`src/rtl/mux4_rr_arbiter.sv`:
```
// Round-robin arbiter sharing one 4:1 mux between requesters A..D.
// The granted owner streams beats into a registered valid/ready output
// stage. An owner is bounded to MAX_BURST consecutive beats while another
// requester waits, and each owner change costs one idle arbitration cycle.
module mux4_rr_arbiter #(
  parameter int WIDTH     = 8,
  parameter int MAX_BURST = 4
) (
  input  logic             clk,
  input  logic             reset,
  input  logic [3:0]       req,
  input  logic [WIDTH-1:0] data_a,
  input  logic [WIDTH-1:0] data_b,
  input  logic [WIDTH-1:0] data_c,
  input  logic [WIDTH-1:0] data_d,
  output logic [3:0]       gnt,
  output logic [1:0]       select,
  output logic             busy,
  output logic [WIDTH-1:0] out_data,
  output logic             out_valid,
  input  logic             out_ready
);

  localparam int CNT_W = (MAX_BURST > 1) ? $clog2(MAX_BURST) : 1;
  localparam logic [CNT_W-1:0] LAST_BEAT = CNT_W'(MAX_BURST - 1);

  typedef enum logic {IDLE, GRANT} state_t;

  state_t           state, state_nxt;
  logic [1:0]       ptr, ptr_nxt, select_nxt, winner;
  logic [CNT_W-1:0] burst_cnt, burst_nxt;
  logic [3:0]       owner_mask, others;
  logic             can_load, load;
  logic [WIDTH-1:0] mux_data;

  // First set request bit searching ptr, ptr+1, ... with 2-bit wrap.
  // Walking downward and overwriting leaves the nearest hit as the result.
  function automatic logic [1:0] rr_pick(input logic [3:0] r, input logic [1:0] p);
    logic [1:0] idx;
    rr_pick = p;
    for (int i = 3; i >= 0; i--) begin
      idx = p + 2'(i);
      if (r[idx]) rr_pick = idx;
    end
  endfunction

  assign winner     = rr_pick(req, ptr);
  assign owner_mask = 4'b0001 << select;
  assign others     = req & ~owner_mask;
  assign can_load   = !out_valid || out_ready;
  assign busy       = (state == GRANT);

  // Shared 4:1 datapath steered by the registered owner.
  always_comb begin
    mux_data = data_a;
    case (select)
      2'd0: mux_data = data_a;
      2'd1: mux_data = data_b;
      2'd2: mux_data = data_c;
      2'd3: mux_data = data_d;
      default: mux_data = data_a;
    endcase
  end

  // Arbitration, beat acceptance and burst limiting.
  always_comb begin
    state_nxt  = state;
    ptr_nxt    = ptr;
    select_nxt = select;
    burst_nxt  = burst_cnt;
    gnt        = 4'b0000;
    load       = 1'b0;
    case (state)
      IDLE: begin
        if (|req) begin
          select_nxt = winner;
          burst_nxt  = '0;
          state_nxt  = GRANT;
        end
      end
      GRANT: begin
        if (req[select]) begin
          if (can_load) begin
            gnt  = owner_mask;
            load = 1'b1;
            if (burst_cnt == LAST_BEAT) begin
              // Yield only when someone else is actually waiting.
              burst_nxt = '0;
              if (|others) begin
                state_nxt = IDLE;
                ptr_nxt   = select + 2'd1;
              end
            end else begin
              burst_nxt = burst_cnt + CNT_W'(1);
            end
          end
        end else begin
          state_nxt = IDLE;
          ptr_nxt   = select + 2'd1;
        end
      end
      default: state_nxt = IDLE;
    endcase
    if (reset) begin
      gnt  = 4'b0000;
      load = 1'b0;
    end
  end

  // Control state register.
  always_ff @(posedge clk) begin
    if (reset) begin
      state     <= IDLE;
      ptr       <= 2'd0;
      select    <= 2'd0;
      burst_cnt <= '0;
    end else begin
      state     <= state_nxt;
      ptr       <= ptr_nxt;
      select    <= select_nxt;
      burst_cnt <= burst_nxt;
    end
  end

  // Output register stage: load wins, otherwise drain on out_ready.
  always_ff @(posedge clk) begin
    if (reset) begin
      out_valid <= 1'b0;
      out_data  <= '0;
    end else if (load) begin
      out_valid <= 1'b1;
      out_data  <= mux_data;
    end else if (out_ready) begin
      out_valid <= 1'b0;
    end
  end

endmodule
```
`config.mk`:
```
export PLATFORM = sky130hd
export DESIGN_NAME = mux4_rr_arbiter
export DESIGN_NICKNAME = d
export VERILOG_FILES = /design/src/rtl/mux4_rr_arbiter.sv
export SDC_FILE = /design/constraint.sdc
export NUM_CORES = 1
export LEC_CHECK = 0
export ABC_AREA = 1
export BUFFER_PORTS_ARGS = -buffer_cell sky130_fd_sc_hd__buf_2
export CORE_UTILIZATION = 46
export DETAILED_ROUTE_END_ITERATION = 12
export PLACE_DENSITY = 0.79
export SETUP_SLACK_MARGIN = 0.05
export SKIP_LAST_GASP = 1
export SLEW_MARGIN = 0
export SYNTH_ARGS = -nofsm -noshare
export SYNTH_HDL_FRONTEND = slang
export SYNTH_SLANG_ARGS = --single-unit
export TNS_END_PERCENT = 1
```
`constraint.sdc`:
```
create_clock -name clk -period 1.8 [get_ports clk]
set_clock_uncertainty 0.2 [all_clocks]
set_input_delay 0.18 -clock clk [delete_from_list [all_inputs] [get_ports clk]]
set_output_delay 0.18 -clock clk [all_outputs]
set_load 0.005 [all_outputs]
```
==> results of run 1 <==
==> worst max-delay path, stage by stage (launching register included) <==
cell and delay (ns):
sky130_fd_sc_hd__dfxtp_4 0.39, sky130_fd_sc_hd__inv_4 0.08, sky130_fd_sc_hd__nand2_1 0.05, sky130_fd_sc_hd__nand2_1 0.05
sky130_fd_sc_hd__nand2_1 0.05, sky130_fd_sc_hd__o21ai_2 0.08, sky130_fd_sc_hd__nand3_2 0.10, sky130_fd_sc_hd__nor2_2 0.10
sky130_fd_sc_hd__inv_2 0.08, sky130_fd_sc_hd__nor2_1 0.14, sky130_fd_sc_hd__buf_2 0.14
==> routing by layer <==
layer | vias to the layer above | wire length, um | part of all wire, % | global-route usage (%)
li1 | 753 | - | - | -
met1 | 648 | 1470 | 43 | 33.3
met2 | 84 | 1620 | 47 | 44.9
met3 | 8 | 298 | 8.6 | 6.38
met4 | 0 | 65 | 1.9 | 7.02
met5 | - | 0 | 0 | 0
==> power groups by stage <==
stage	combinational, uW	sequential (uW)	clock, uW
finish	607	451	248
global route	686	458	266
CTS	589	452	254
detailed placement	560	456	0
global placement	557	453	0
floorplan	389	445	0
==> logic make-up (layout without fill, tap and decap cells) <==
group / after synthesis / in the layout / synth area share (%)
compound gates: 43 / 43 / 21.2
fa+ha+maj: 5 / 5 / 5.35
buf+inv: 32 / 99 / 12.3
flops: 16 / 16 / 27.4
simple gates: 93 / 93 / 33.7
==> stage by stage <==
stage	hold WS [ns]	worst slack (ns)	utilization (%)
detailed placement	0.227	0.0404	63.9
global route	0.0259	-0.230	70.4
global placement	0.230	0.0953	63.9
CTS	0.00972	-0.0609	69.8
finish	0.0131	-0.134	70.4
floorplan	0.0491	0.140	-
==> timing repair <==
item | 4_1_cts | 5_1_grt
endpoints found under the hold margin | 9 | 0
hold buffers | 7 | 0
endpoints found under the setup margin | 8 | 8
resized for setup | 8 | 0
buffers inserted | 2 | 2
==> registers in the layout, summed over array words and instances (netlist names) <==
register   flops
select         2
out_data       8
busy           1
burst_cnt      2
out_valid      1
ptr            2
==> cell type report <==
class	count	area, um^2	share of cell area, %
flip-flops and latches	16	325	20.1
multi-input cells	141	709	43.9
repair buffers	72	423	26.1
clock buffers	4	36.3	2.24
inverters	23	88.8	5.49
well taps	28	35.0	2.17
==> worst paths after layout <==
check | from | end | slack, ns
worst min register to register | burst_cnt[0] | burst_cnt[0] | 0.28
worst max register to register | select[0] | ptr[0] | 0.07
worst min-delay path | data_a[6] | out_data[6] | 0.01
worst max-delay path | select[0] | gnt[2] | -0.13
==> synthesized netlist by cell type (all sizes together) <==
| cell | number | area (um^2) |
|---|---|---|
| o21bai | 1 | 7.51 |
| dfxtp | 16 | 320 |
| ha | 5 | 62.6 |
| o21ai | 23 | 141 |
| nand3 | 28 | 145 |
| nand4 | 1 | 6.26 |
| o22ai | 2 | 12.5 |
| clkbuf | 2 | 7.51 |
| nor2 | 9 | 33.8 |
| buf | 7 | 50.1 |
| a21oi | 16 | 80.1 |
| a31oi | 1 | 6.26 |
| inv | 23 | 86.3 |
| nand2 | 55 | 209 |
==> placed cells by master, fill, tap and decap left out, drive strengths merged <==
master	instances
inv	23
clkbuf	4
dfxtp	16
a21oi	16
nand3	28
o22ai	2
ha	5
nand2	55
nand4	1
buf	65
nor2	9
dlygate4sd3	7
a31oi	1
o21ai	23
o21bai	1
==> summary.txt, run 1 <==
Clock tree
  – Maximum buffer depth of the clock tree: 2
  – Number of buffers added by the clock tree synthesis step: 3
  – H-tree lvl count: 1
  – Root buffer cell: sky130_fd_sc_hd__clkbuf_4
  – Clock tree from TritonCTS: built
  – Clock insertion delay at the later pin of the skew report: 0.30 ns
  – Clock-pin slew reported for the worst setup and hold paths after clock tree synthesis: 0.10 ns
  – Clk sinks: 16

Drt
  – DR WL/cell: 12.2 um
  – Count of routing violations after the opening detailed-route iteration: 60
  – Antenna violation net count after detailed routing: 0
  – Number of iterations in the first detailed-routing pass: 7
  – Count of vias placed by the detailed router: 1493
  – Residual DRC count: 0
  – Final wirelength: 3450 um
  – Drt via density: 5.26

Floorplanning
  – FP Rows: 17
  – Die footprint: 2750 um^2
  – Core Box Area: 2300 um^2
  – Vertical extent of the die: 52.4 um
  – Starting Density: 50.9%
  – Top-level I/O count: 55
  – Die boundary width: 52.4 um

Power and ir drop
  – Internal power consumption: 782 uW
  – Switching power share of the total: 40.1%
  – Leakage dissipation: 0.000842 uW
  – Worst ir drop on vdd: 0.637 mV
  – Power per Cell Area: 807 nW/um^2
  – P_sw: 523 uW
  – Total power consumption of the routed design: 1310 uW
  – Part of the total power dissipated in sequential elements: 34.6%
  – Portion of total power attributed to the clock network: 19.0%
  – Share of power burned in combinational logic: 46.5%

GRT
  – Vias in the first global route: 1213
  – Global-route usage over all layers: 26.6%
  – Global-route wire length before repair: 5290 um
  – Aggregate global routing overflow: 0
  – Number of antenna violations at the first check in global routing: 0
  – Maximum number of pins on one net before global-route repair: 13

Timing
  – Final min period: 1.93 ns
  – Worst Max-Slew Pin Slew: 0.391 ns
  – Fin. max-slew vios: 0
  – Final worst setup slack: -0.134 ns
  – Share of the clock period used by the worst path: 107%
  – Final number of hold-violating endpoints: 0
  – Timing-limited maximum frequency: 517 MHz
  – Slew margin rel.: 73.9%
  – Final setup viols: 4
  – Final sum of negative setup slack: -0.326 ns
  – Setup repair after global routing missed its margin: yes

Finish
  – Post-synthesis to final-layout area growth: 38.4%
  – Fill cells: 211
  – Finished Layout Cells: 284
  – Net count reported at finish: 301
  – Post-route cell area: 1620 um^2
  – Proportion of layout cells with a drive suffix above 1: 34.0%
  – N_diodes: 0

Synth
  – Ys Warns: 0
  – Cells after Synth: 189
  – Nets in the synthesized netlist: 233
  – Share of synthesized area occupied by flip-flops and latches: 27.4%
  – Mean area per synthesized cell: 6.18 um^2
  – Mapped Area: 1170 um^2
  – Count of distinct cell types in the synthesized netlist: 21
  – Flop and latch count out of synthesis: 16

Setup path
  – Category of the worst setup path capture point: output pin
  – Data arrival time of the worst path: 1.55 ns
  – R2R depth: 8
  – Launching element type of the critical path: register
  – Crit Path Max Fanout: 8
  – Required time reported for the critical path endpoint: 1.42 ns
  – Category of the most critical setup path: register to output pin

Run status
  – Status: complete, but fails checks
  – Violations in the final reports: negative setup slack

Placed design
  – Post-DP HPWL: 2440 um
  – Instance area at placement: 1470 um^2
  – Instance count after placement with tap cells included: 269
  – Count of buffers inserted at the top-level ports: 54
  – GPL Wtd Cong: 0.892

Hold path
  – Hold Crit Class: primary input to register
  – Worst Hold Depth: 3

Flow run
  – Max-Cap Viols: 0
No activity file was read; power rests on OpenSTA's default activity.
==> run 2, diff against run 1 <==
--- a/config.mk
+++ b/config.mk
@@ -10,6 +10,7 @@
 export CORE_UTILIZATION = 46
 export DETAILED_ROUTE_END_ITERATION = 12
 export PLACE_DENSITY = 0.79
+export REMOVE_ABC_BUFFERS = 1
 export SETUP_SLACK_MARGIN = 0.05
 export SKIP_LAST_GASP = 1
 export SLEW_MARGIN = 0
==> run 2 against run 1 <==
The run still ends with negative setup slack left. Worst setup slack gained 0.10 ns. Maximum frequency grew 5.6%. Sequential cell count is the same. Utilization shrank 2.8 points. Hold slack lost 0.0068 ns. Combinational power shrank 5.1%. Clock power is essentially flat. Sequential share of layout area grew 0.84 points. Die area is the same. Critical path depth is the same. Clock-buffer cell count is the same. Critical path type unchanged.
==> summary.txt, run 2 (synthesis results as in run 1) <==
Drt
  – Antenna violation net count after detailed routing: 0 (unchanged)
  – Final wirelength: 3180 um (-8.0%)
  – Number of iterations in the first detailed-routing pass: 4 (-3)
  – Count of routing violations after the opening detailed-route iteration: 36 (-40%)
  – Drt via density: 5.02 (-4.5%)
  – Count of vias placed by the detailed router: 1391 (-6.8%)
  – DR WL/cell: 11.5 um (-5.7%)
  – Residual DRC count: 0 (unchanged)

Finish
  – Multi-input gate area in the final layout: 707 um^2 (-0.35%)
  – Register with the most flip-flops: out_data
  – Net count reported at finish: 294 (-2.3%)
  – Commonest cells after routing, fill and taps aside: sky130_fd_sc_hd__nand2_1, sky130_fd_sc_hd__buf_2, sky130_fd_sc_hd__nand3_1
  – Fill cells: 221 (+4.7%)
  – N_diodes: 0 (unchanged)
  – Proportion of layout cells with a drive suffix above 1: 33.3% (-0.65 points)
  – Finished Layout Cells: 277 (-2.5%)
  – Post-synthesis to final-layout area growth: 32.9%
  – Sequential cell area in the final layout: 325 um^2 (unchanged)
  – Flip-flop count of the largest register after layout: 8 (unchanged)

GRT
  – Vias in the first global route: 1238 (+2.1%)
  – Maximum number of pins on one net before global-route repair: 13 (unchanged)
  – Aggregate global routing overflow: 0 (unchanged)
  – Number of antenna violations at the first check in global routing: 0 (unchanged)
  – Global-route usage over all layers: 26.2% (-0.42 points)
  – Global-route wire length before repair: 5400 um (+2.1%)

Setup path
  – Category of the worst setup path capture point: output pin
  – Critical-path top delay cell: sky130_fd_sc_hd__dfxtp_4
  – Launching element type of the critical path: register
  – Largest stage delay, worst path: 0.39 ns (about the same)
  – Cell occurring most often along the worst timing path: sky130_fd_sc_hd__nand2_1
  – Required time reported for the critical path endpoint: 1.42 ns (about the same)
  – Crit Path Max Fanout: 7 (-1)
  – Data arrival time of the worst path: 1.45 ns (-0.10 ns)
  – CP cell instances: inv_4, nand2_1, nand2_1, nand2_1, o21ai_2, nand3_2, nor2_2, inv_2, nor2_1, buf_2
  – Category of the most critical setup path: register to output pin

Clock tree
  – Root buffer cell: sky130_fd_sc_hd__clkbuf_4
  – Clock tree from TritonCTS: built
  – H-tree lvl count: 1 (unchanged)
  – Clock-pin slew reported for the worst setup and hold paths after clock tree synthesis: 0.10 ns (about the same)
  – Number of buffers added by the clock tree synthesis step: 3 (unchanged)
  – Clk sinks: 16 (unchanged)
  – Maximum buffer depth of the clock tree: 2 (unchanged)
  – Clock insertion delay at the later pin of the skew report: 0.29 ns (about the same)

Floorplanning
  – Core Box Area: 2300 um^2 (unchanged)
  – Vertical extent of the die: 52.4 um (unchanged)
  – Starting Density: 50.9% (unchanged)
  – Die footprint: 2750 um^2 (unchanged)
  – Top-level I/O count: 55 (unchanged)
  – Die boundary width: 52.4 um (unchanged)
  – FP Rows: 17 (unchanged)

Power and ir drop
  – Worst ir drop on vdd: 0.464 mV (-27%)
  – Leakage dissipation: 0.000817 uW (-3.0%)
  – Power per Cell Area: 822 nW/um^2 (+1.9%)

Run status
  – Violations in the final reports: negative setup slack
  – Status: complete, but fails checks

Timing
  – Timing-limited maximum frequency: 546 MHz (+5.6%)
  – Setup repair after global routing missed its margin: yes
  – Share of the clock period used by the worst path: 102% (-5.7 points)
  – Worst Max-Slew Pin Slew: 0.350 ns (-0.0413 ns)
  – Fin. max-slew vios: 0 (unchanged)
  – Worst hold slack after final layout: 0.00627 ns (-0.00683 ns)
  – Slew margin rel.: 76.7% (+2.8 points)
  – Final number of hold-violating endpoints: 0 (unchanged)
  – Final worst setup slack: -0.0311 ns (+0.103 ns)
  – Final setup viols: 4 (unchanged)
  – Final min period: 1.83 ns (-0.103 ns)

Hold path
  – Hold Crit Class: primary input to register

Flow run
  – Max-Cap Viols: 0 (unchanged)

Placed design
  – Instance count after placement with tap cells included: 268 (-0.37%)
  – Post-DP HPWL: 2440 um (about the same)
  – Count of buffers inserted at the top-level ports: 54 (unchanged)
  – GPL Wtd Cong: 0.851 (-4.6%)
  – Placement Setup Slack: 0.0901 ns (+0.0497 ns)
==> run 2: cell count changes in the layout (fill, tap and decap cells not counted) <==
cell / before / now
sky130_fd_sc_hd__dlygate4sd3_1: 7 / 3
sky130_fd_sc_hd__buf_4: 11 / 8
sky130_fd_sc_hd__ha_1: 4 / 5
sky130_fd_sc_hd__ha_2: 1 / 0
==> run 2: cell type report <==
cell class	count	area share, %
Inverter	23	5.72
Tap cell	28	2.26
Clock buffer	4	2.34
Multi-Input combinational cell	141	45.5
Timing Repair Buffer	65	23.2
Sequential cell	16	21.0
==> run 2: through the flow <==
| stage | utilization [%] | setup TNS (ns) | total power [uW] | cell area, um^2 |
|---|---|---|---|---|
| final | 67.6 | -0.0841 | 1280 | 1550 |
| after global routing | 67.6 | -0.781 | 1380 | 1550 |
| after CTS | 67.6 | -0.130 | 1270 | 1550 |
| after detailed placement | 63.6 | 0 | 1010 | 1460 |
| after global placement | 63.6 | 0 | 1010 | 1460 |
| after floorplan | - | 0 | 811 | 1110 |
==> run 2: timing repair <==
action | CTS | global route
endpoints found under the hold margin | 6 | 0
setup buffers | 2 | 0
cloned | 0 | 0
gates resized for setup | 7 | 0
hold buffers | 3 | 0
endpoints found under the setup margin | 4 | 7
==> run 2: worst max-delay path: cells and delay by family (launching register included) <==
family / cells / cell delay (ns)
AO/OA/AOI/OAI: 1 / 0.07
flip-flops: 1 / 0.39
buffers and inverters: 3 / 0.27
AND/OR/NAND/NOR: 6 / 0.44
==> run 2: report_power, final <==
group          total (uW)  switching, uW  internal (uW)
clock                 245            122            123
sequential            455           51.2            404
combinational         576            339            237
==> run 2: metal layers <==
layer,part of all wire (%),vias to the layer above,global-route usage [%]
met5,0,-,0
met4,1.2,0,6.58
met3,4.9,6,4.06
met2,44,58,42.4
met1,50,589,35.8
li1,-,738,-
==> run 2: path summary, 6_finish.rpt <==
path / end / slack (ns) / depth (start not counted) / from
setup / recovery: gnt[1] / -0.03 / 10 / select[0]
hold / removal: out_data[2] / 0.006 / 3 / data_a[2]
hold reg to reg: burst_cnt[0] / 0.27 / 1 / burst_cnt[0]
setup reg to reg: ptr[0] / 0.07 / 8 / select[1]
==> run 3, diff against run 2 <==
==> config.mk (replaced) <==
export PLATFORM = sky130hd
export DESIGN_NAME = mux4_rr_arbiter
export DESIGN_NICKNAME = d
export VERILOG_FILES = /design/src/rtl/mux4_rr_arbiter.sv
export SDC_FILE = /design/constraint.sdc
export NUM_CORES = 1
export LEC_CHECK = 0
export ABC_AREA = 1
export CORE_UTILIZATION = 60
export DETAILED_ROUTE_END_ITERATION = 12
export DONT_BUFFER_PORTS = 1
export PLACE_DENSITY = 0.76
export REMOVE_ABC_BUFFERS = 1
export SETUP_SLACK_MARGIN = 0.05
export SKIP_LAST_GASP = 1
export SLEW_MARGIN = 0
export SYNTH_ARGS = -nofsm -noshare
export SYNTH_HDL_FRONTEND = slang
export SYNTH_SLANG_ARGS = --single-unit
export TNS_END_PERCENT = 10
==> run 3 against run 2 <==
The flow still finishes with violations (negative setup slack). Global-route usage rose by 10 points. Clock-buffer cell count did not move. Critical path depth fell by 1. Total power rose by 3.5%. Maximum frequency rose by 0.95%. Sequential cell count did not move. Sequential power rose by 1%. Critical path type unchanged. Highest routed layer unchanged.
==> summary.txt, run 3 (synthesis results as in run 1) <==
GRT
  – Global-route wire length before repair: 5410 um (+0.26%)
  – Aggregate global routing overflow: 0 (unchanged)
  – Vias in the first global route: 1319 (+6.5%)
  – Global-route usage over all layers: 36.3% (+10 points)
  – Maximum number of pins on one net before global-route repair: 13 (unchanged)
  – Number of antenna violations at the first check in global routing: 0 (unchanged)

Clock tree
  – Number of buffers added by the clock tree synthesis step: 3 (unchanged)
  – Clock tree from TritonCTS: built
  – Clk sinks: 16 (unchanged)
  – Clock insertion delay at the later pin of the skew report: 0.29 ns (about the same)
  – Root buffer cell: sky130_fd_sc_hd__clkbuf_4
  – H-tree lvl count: 1 (unchanged)
  – Clock-pin slew reported for the worst setup and hold paths after clock tree synthesis: 0.10 ns (about the same)
  – Maximum buffer depth of the clock tree: 2 (unchanged)

Finish
  – Finished Layout Cells: 236 (-15%)
  – Most common library cell in the layout ignoring fill and taps: sky130_fd_sc_hd__nand2_1
  – Proportion of layout cells with a drive suffix above 1: 19.9% (-13 points)
  – Post-route cell area: 1480 um^2 (-5.0%)
  – Final Core Density: 82.7% (+15 points)
  – Register with the most flip-flops: out_data
  – Post-synthesis to final-layout area growth: 26.2%
  – N_diodes: 0 (unchanged)
  – Fill cells: 111 (-50%)
  – Flip-flop count of the largest register after layout: 8 (unchanged)
  – Commonest cells after routing, fill and taps aside: sky130_fd_sc_hd__nand2_1, sky130_fd_sc_hd__nand3_1, sky130_fd_sc_hd__inv_1
  – Net count reported at finish: 256 (-13%)

Placed design
  – Instance area at placement: 1210 um^2 (-17%)
  – Count of buffers inserted at the top-level ports: 0 (-100%)
  – Instance count after placement with tap cells included: 213 (-21%)
  – GPL Wtd Cong: 0.866 (+1.8%)
  – Post-DP HPWL: 2190 um (-10%)

Timing
  – Setup repair after global routing missed its margin: yes
  – Final setup viols: 1 (-3)
  – Final number of hold-violating endpoints: 0 (unchanged)
  – Fin. max-slew vios: 0 (unchanged)
  – Slew margin rel.: 76.2% (-0.52 points)
  – Final min period: 1.81 ns (-0.0173 ns)
  – Final worst setup slack: -0.0138 ns (+0.0173 ns)
  – Worst Max-Slew Pin Slew: 0.357 ns (+0.00777 ns)
  – Share of the clock period used by the worst path: 101% (-0.96 points)
  – Worst hold slack after final layout: 0.0304 ns (+0.0242 ns)
  – Timing-limited maximum frequency: 551 MHz (+0.95%)

Setup path
  – Crit Path Max Fanout: 6 (-1)
  – Data arrival time of the worst path: 1.43 ns (-0.02 ns)
  – Buffer and inverter count on the worst path: 2 (-1)
  – Category of the worst setup path capture point: output pin
  – CP cell instances: inv_4, nand2_1, nand2_1, nand2_1, o21ai_2, nand3_2, nor2_4, inv_4, nor2_4
  – Largest stage delay, worst path: 0.37 ns (-0.02 ns)
  – Critical-path top delay cell: sky130_fd_sc_hd__dfxtp_4
  – Launching element type of the critical path: register
  – Cell occurring most often along the worst timing path: sky130_fd_sc_hd__nand2_1
  – Cell family with the largest share of critical-path delay: simple AND/OR/NAND/NOR gates
  – Required time reported for the critical path endpoint: 1.42 ns (about the same)
  – Category of the most critical setup path: register to output pin

Floorplanning
  – Top-level I/O count: 55 (unchanged)
  – FP Rows: 15 (-2)
  – Vertical extent of the die: 46.1 um (-12%)
  – Starting Density: 65.5% (+15 points)
  – Die footprint: 2130 um^2 (-23%)
  – Die boundary width: 46.1 um (-12%)
  – Core Box Area: 1780 um^2 (-22%)

Power and ir drop
  – Power per Cell Area: 896 nW/um^2 (+8.9%)
  – Switching power share of the total: 41.1% (+1.0 points)
  – Share of power burned in combinational logic: 46.7% (+1.6 points)
  – Leakage dissipation: 0.000659 uW (-19%)
  – P_sw: 544 uW (+6.2%)
  – Part of the total power dissipated in sequential elements: 34.8% (-0.9 points)
  – Portion of total power attributed to the clock network: 18.5% (-0.7 points)
  – Worst ir drop on vdd: 0.827 mV (+78%)
  – Total power consumption of the routed design: 1320 uW (+3.5%)
  – Internal power consumption: 777 uW (+1.7%)

Drt
  – Residual DRC count: 0 (unchanged)
  – DR WL/cell: 15.4 um (+34%)
  – Final wirelength: 3630 um (+14%)
  – Drt via density: 5.86 (+17%)
  – Count of routing violations after the opening detailed-route iteration: 45 (+25%)
  – Count of vias placed by the detailed router: 1383 (-0.58%)
  – Antenna violation net count after detailed routing: 0 (unchanged)
  – Number of iterations in the first detailed-routing pass: 4 (unchanged)

Flow run
  – Max-Cap Viols: 0 (unchanged)

Run status
  – Status: complete, but fails checks
  – Violations in the final reports: negative setup slack

Hold path
  – Hold Crit Class: primary input to register
[run 3: cell types whose count changed in the layout (fill, tap and decap cells not counted), sizes merged]
| cell | delta |
|---|---|
| buf | -47 |
| dlygate4sd3 | +9 |
[run 3: path summary, 6_finish.rpt]
kind | from | to | slack [ns] | cells past startpoint
max | select[0] | gnt[1] | -0.01 | 9
max reg2reg | select[0] | out_data[1] | 0.07 | 8
min | data_b[3] | out_data[3] | 0.03 | 4
min reg2reg | burst_cnt[1] | burst_cnt[1] | 0.30 | 2
[run 3: cell type report]
type                       count  area (um^2)  share of cell area [%]
tap                           25         31.3                    2.12
inverter                      23         91.3                    6.19
timing repair buffer          27          233                    15.8
sequential                    16          329                    22.3
clock buffer                   4         36.3                    2.46
multi-input combinational    141          754                    51.1
[run 3: layer usage]
metal / routed length, um / track usage [%] / up-vias
li1: - / - / 662
met1: 1310 / 36.0 / 601
met2: 1720 / 64.2 / 94
met3: 387 / 9.80 / 26
met4: 212 / 25.9 / 0
met5: 0 / 0 / -
[run 3: timing repair]
action                     CTS  global route
buffers inserted             7             2
gates resized for setup     15             6
hold buffers                12             0
pin swaps                    2             3
hold endpoints to repair    12             0
setup endpoints to repair    6            16
[run 3: per-stage QoR]
step	setup slack [ns]	setup TNS [ns]
detailed placement	-0.0102	-0.0102
global route	-0.0814	-0.256
floorplan	0.123	0
CTS	-0.0334	-0.128
finish	-0.0138	-0.0138
global placement	0.111	0
[run 3: worst min-delay path, delay by kind of cell]
kind               cells  cell delay, ns
AOI/OAI and AO/OA      2            0.18
and+or+nand+nor        2            0.14
[run 3: power by group through the flow]
stage	Combinational (uW)	Clock [uW]	Sequential, uW
after global placement	473	0	458
after global routing	688	254	465
final	617	244	460
after floorplan	356	0	455
after detailed placement	487	0	461
after CTS	570	245	454
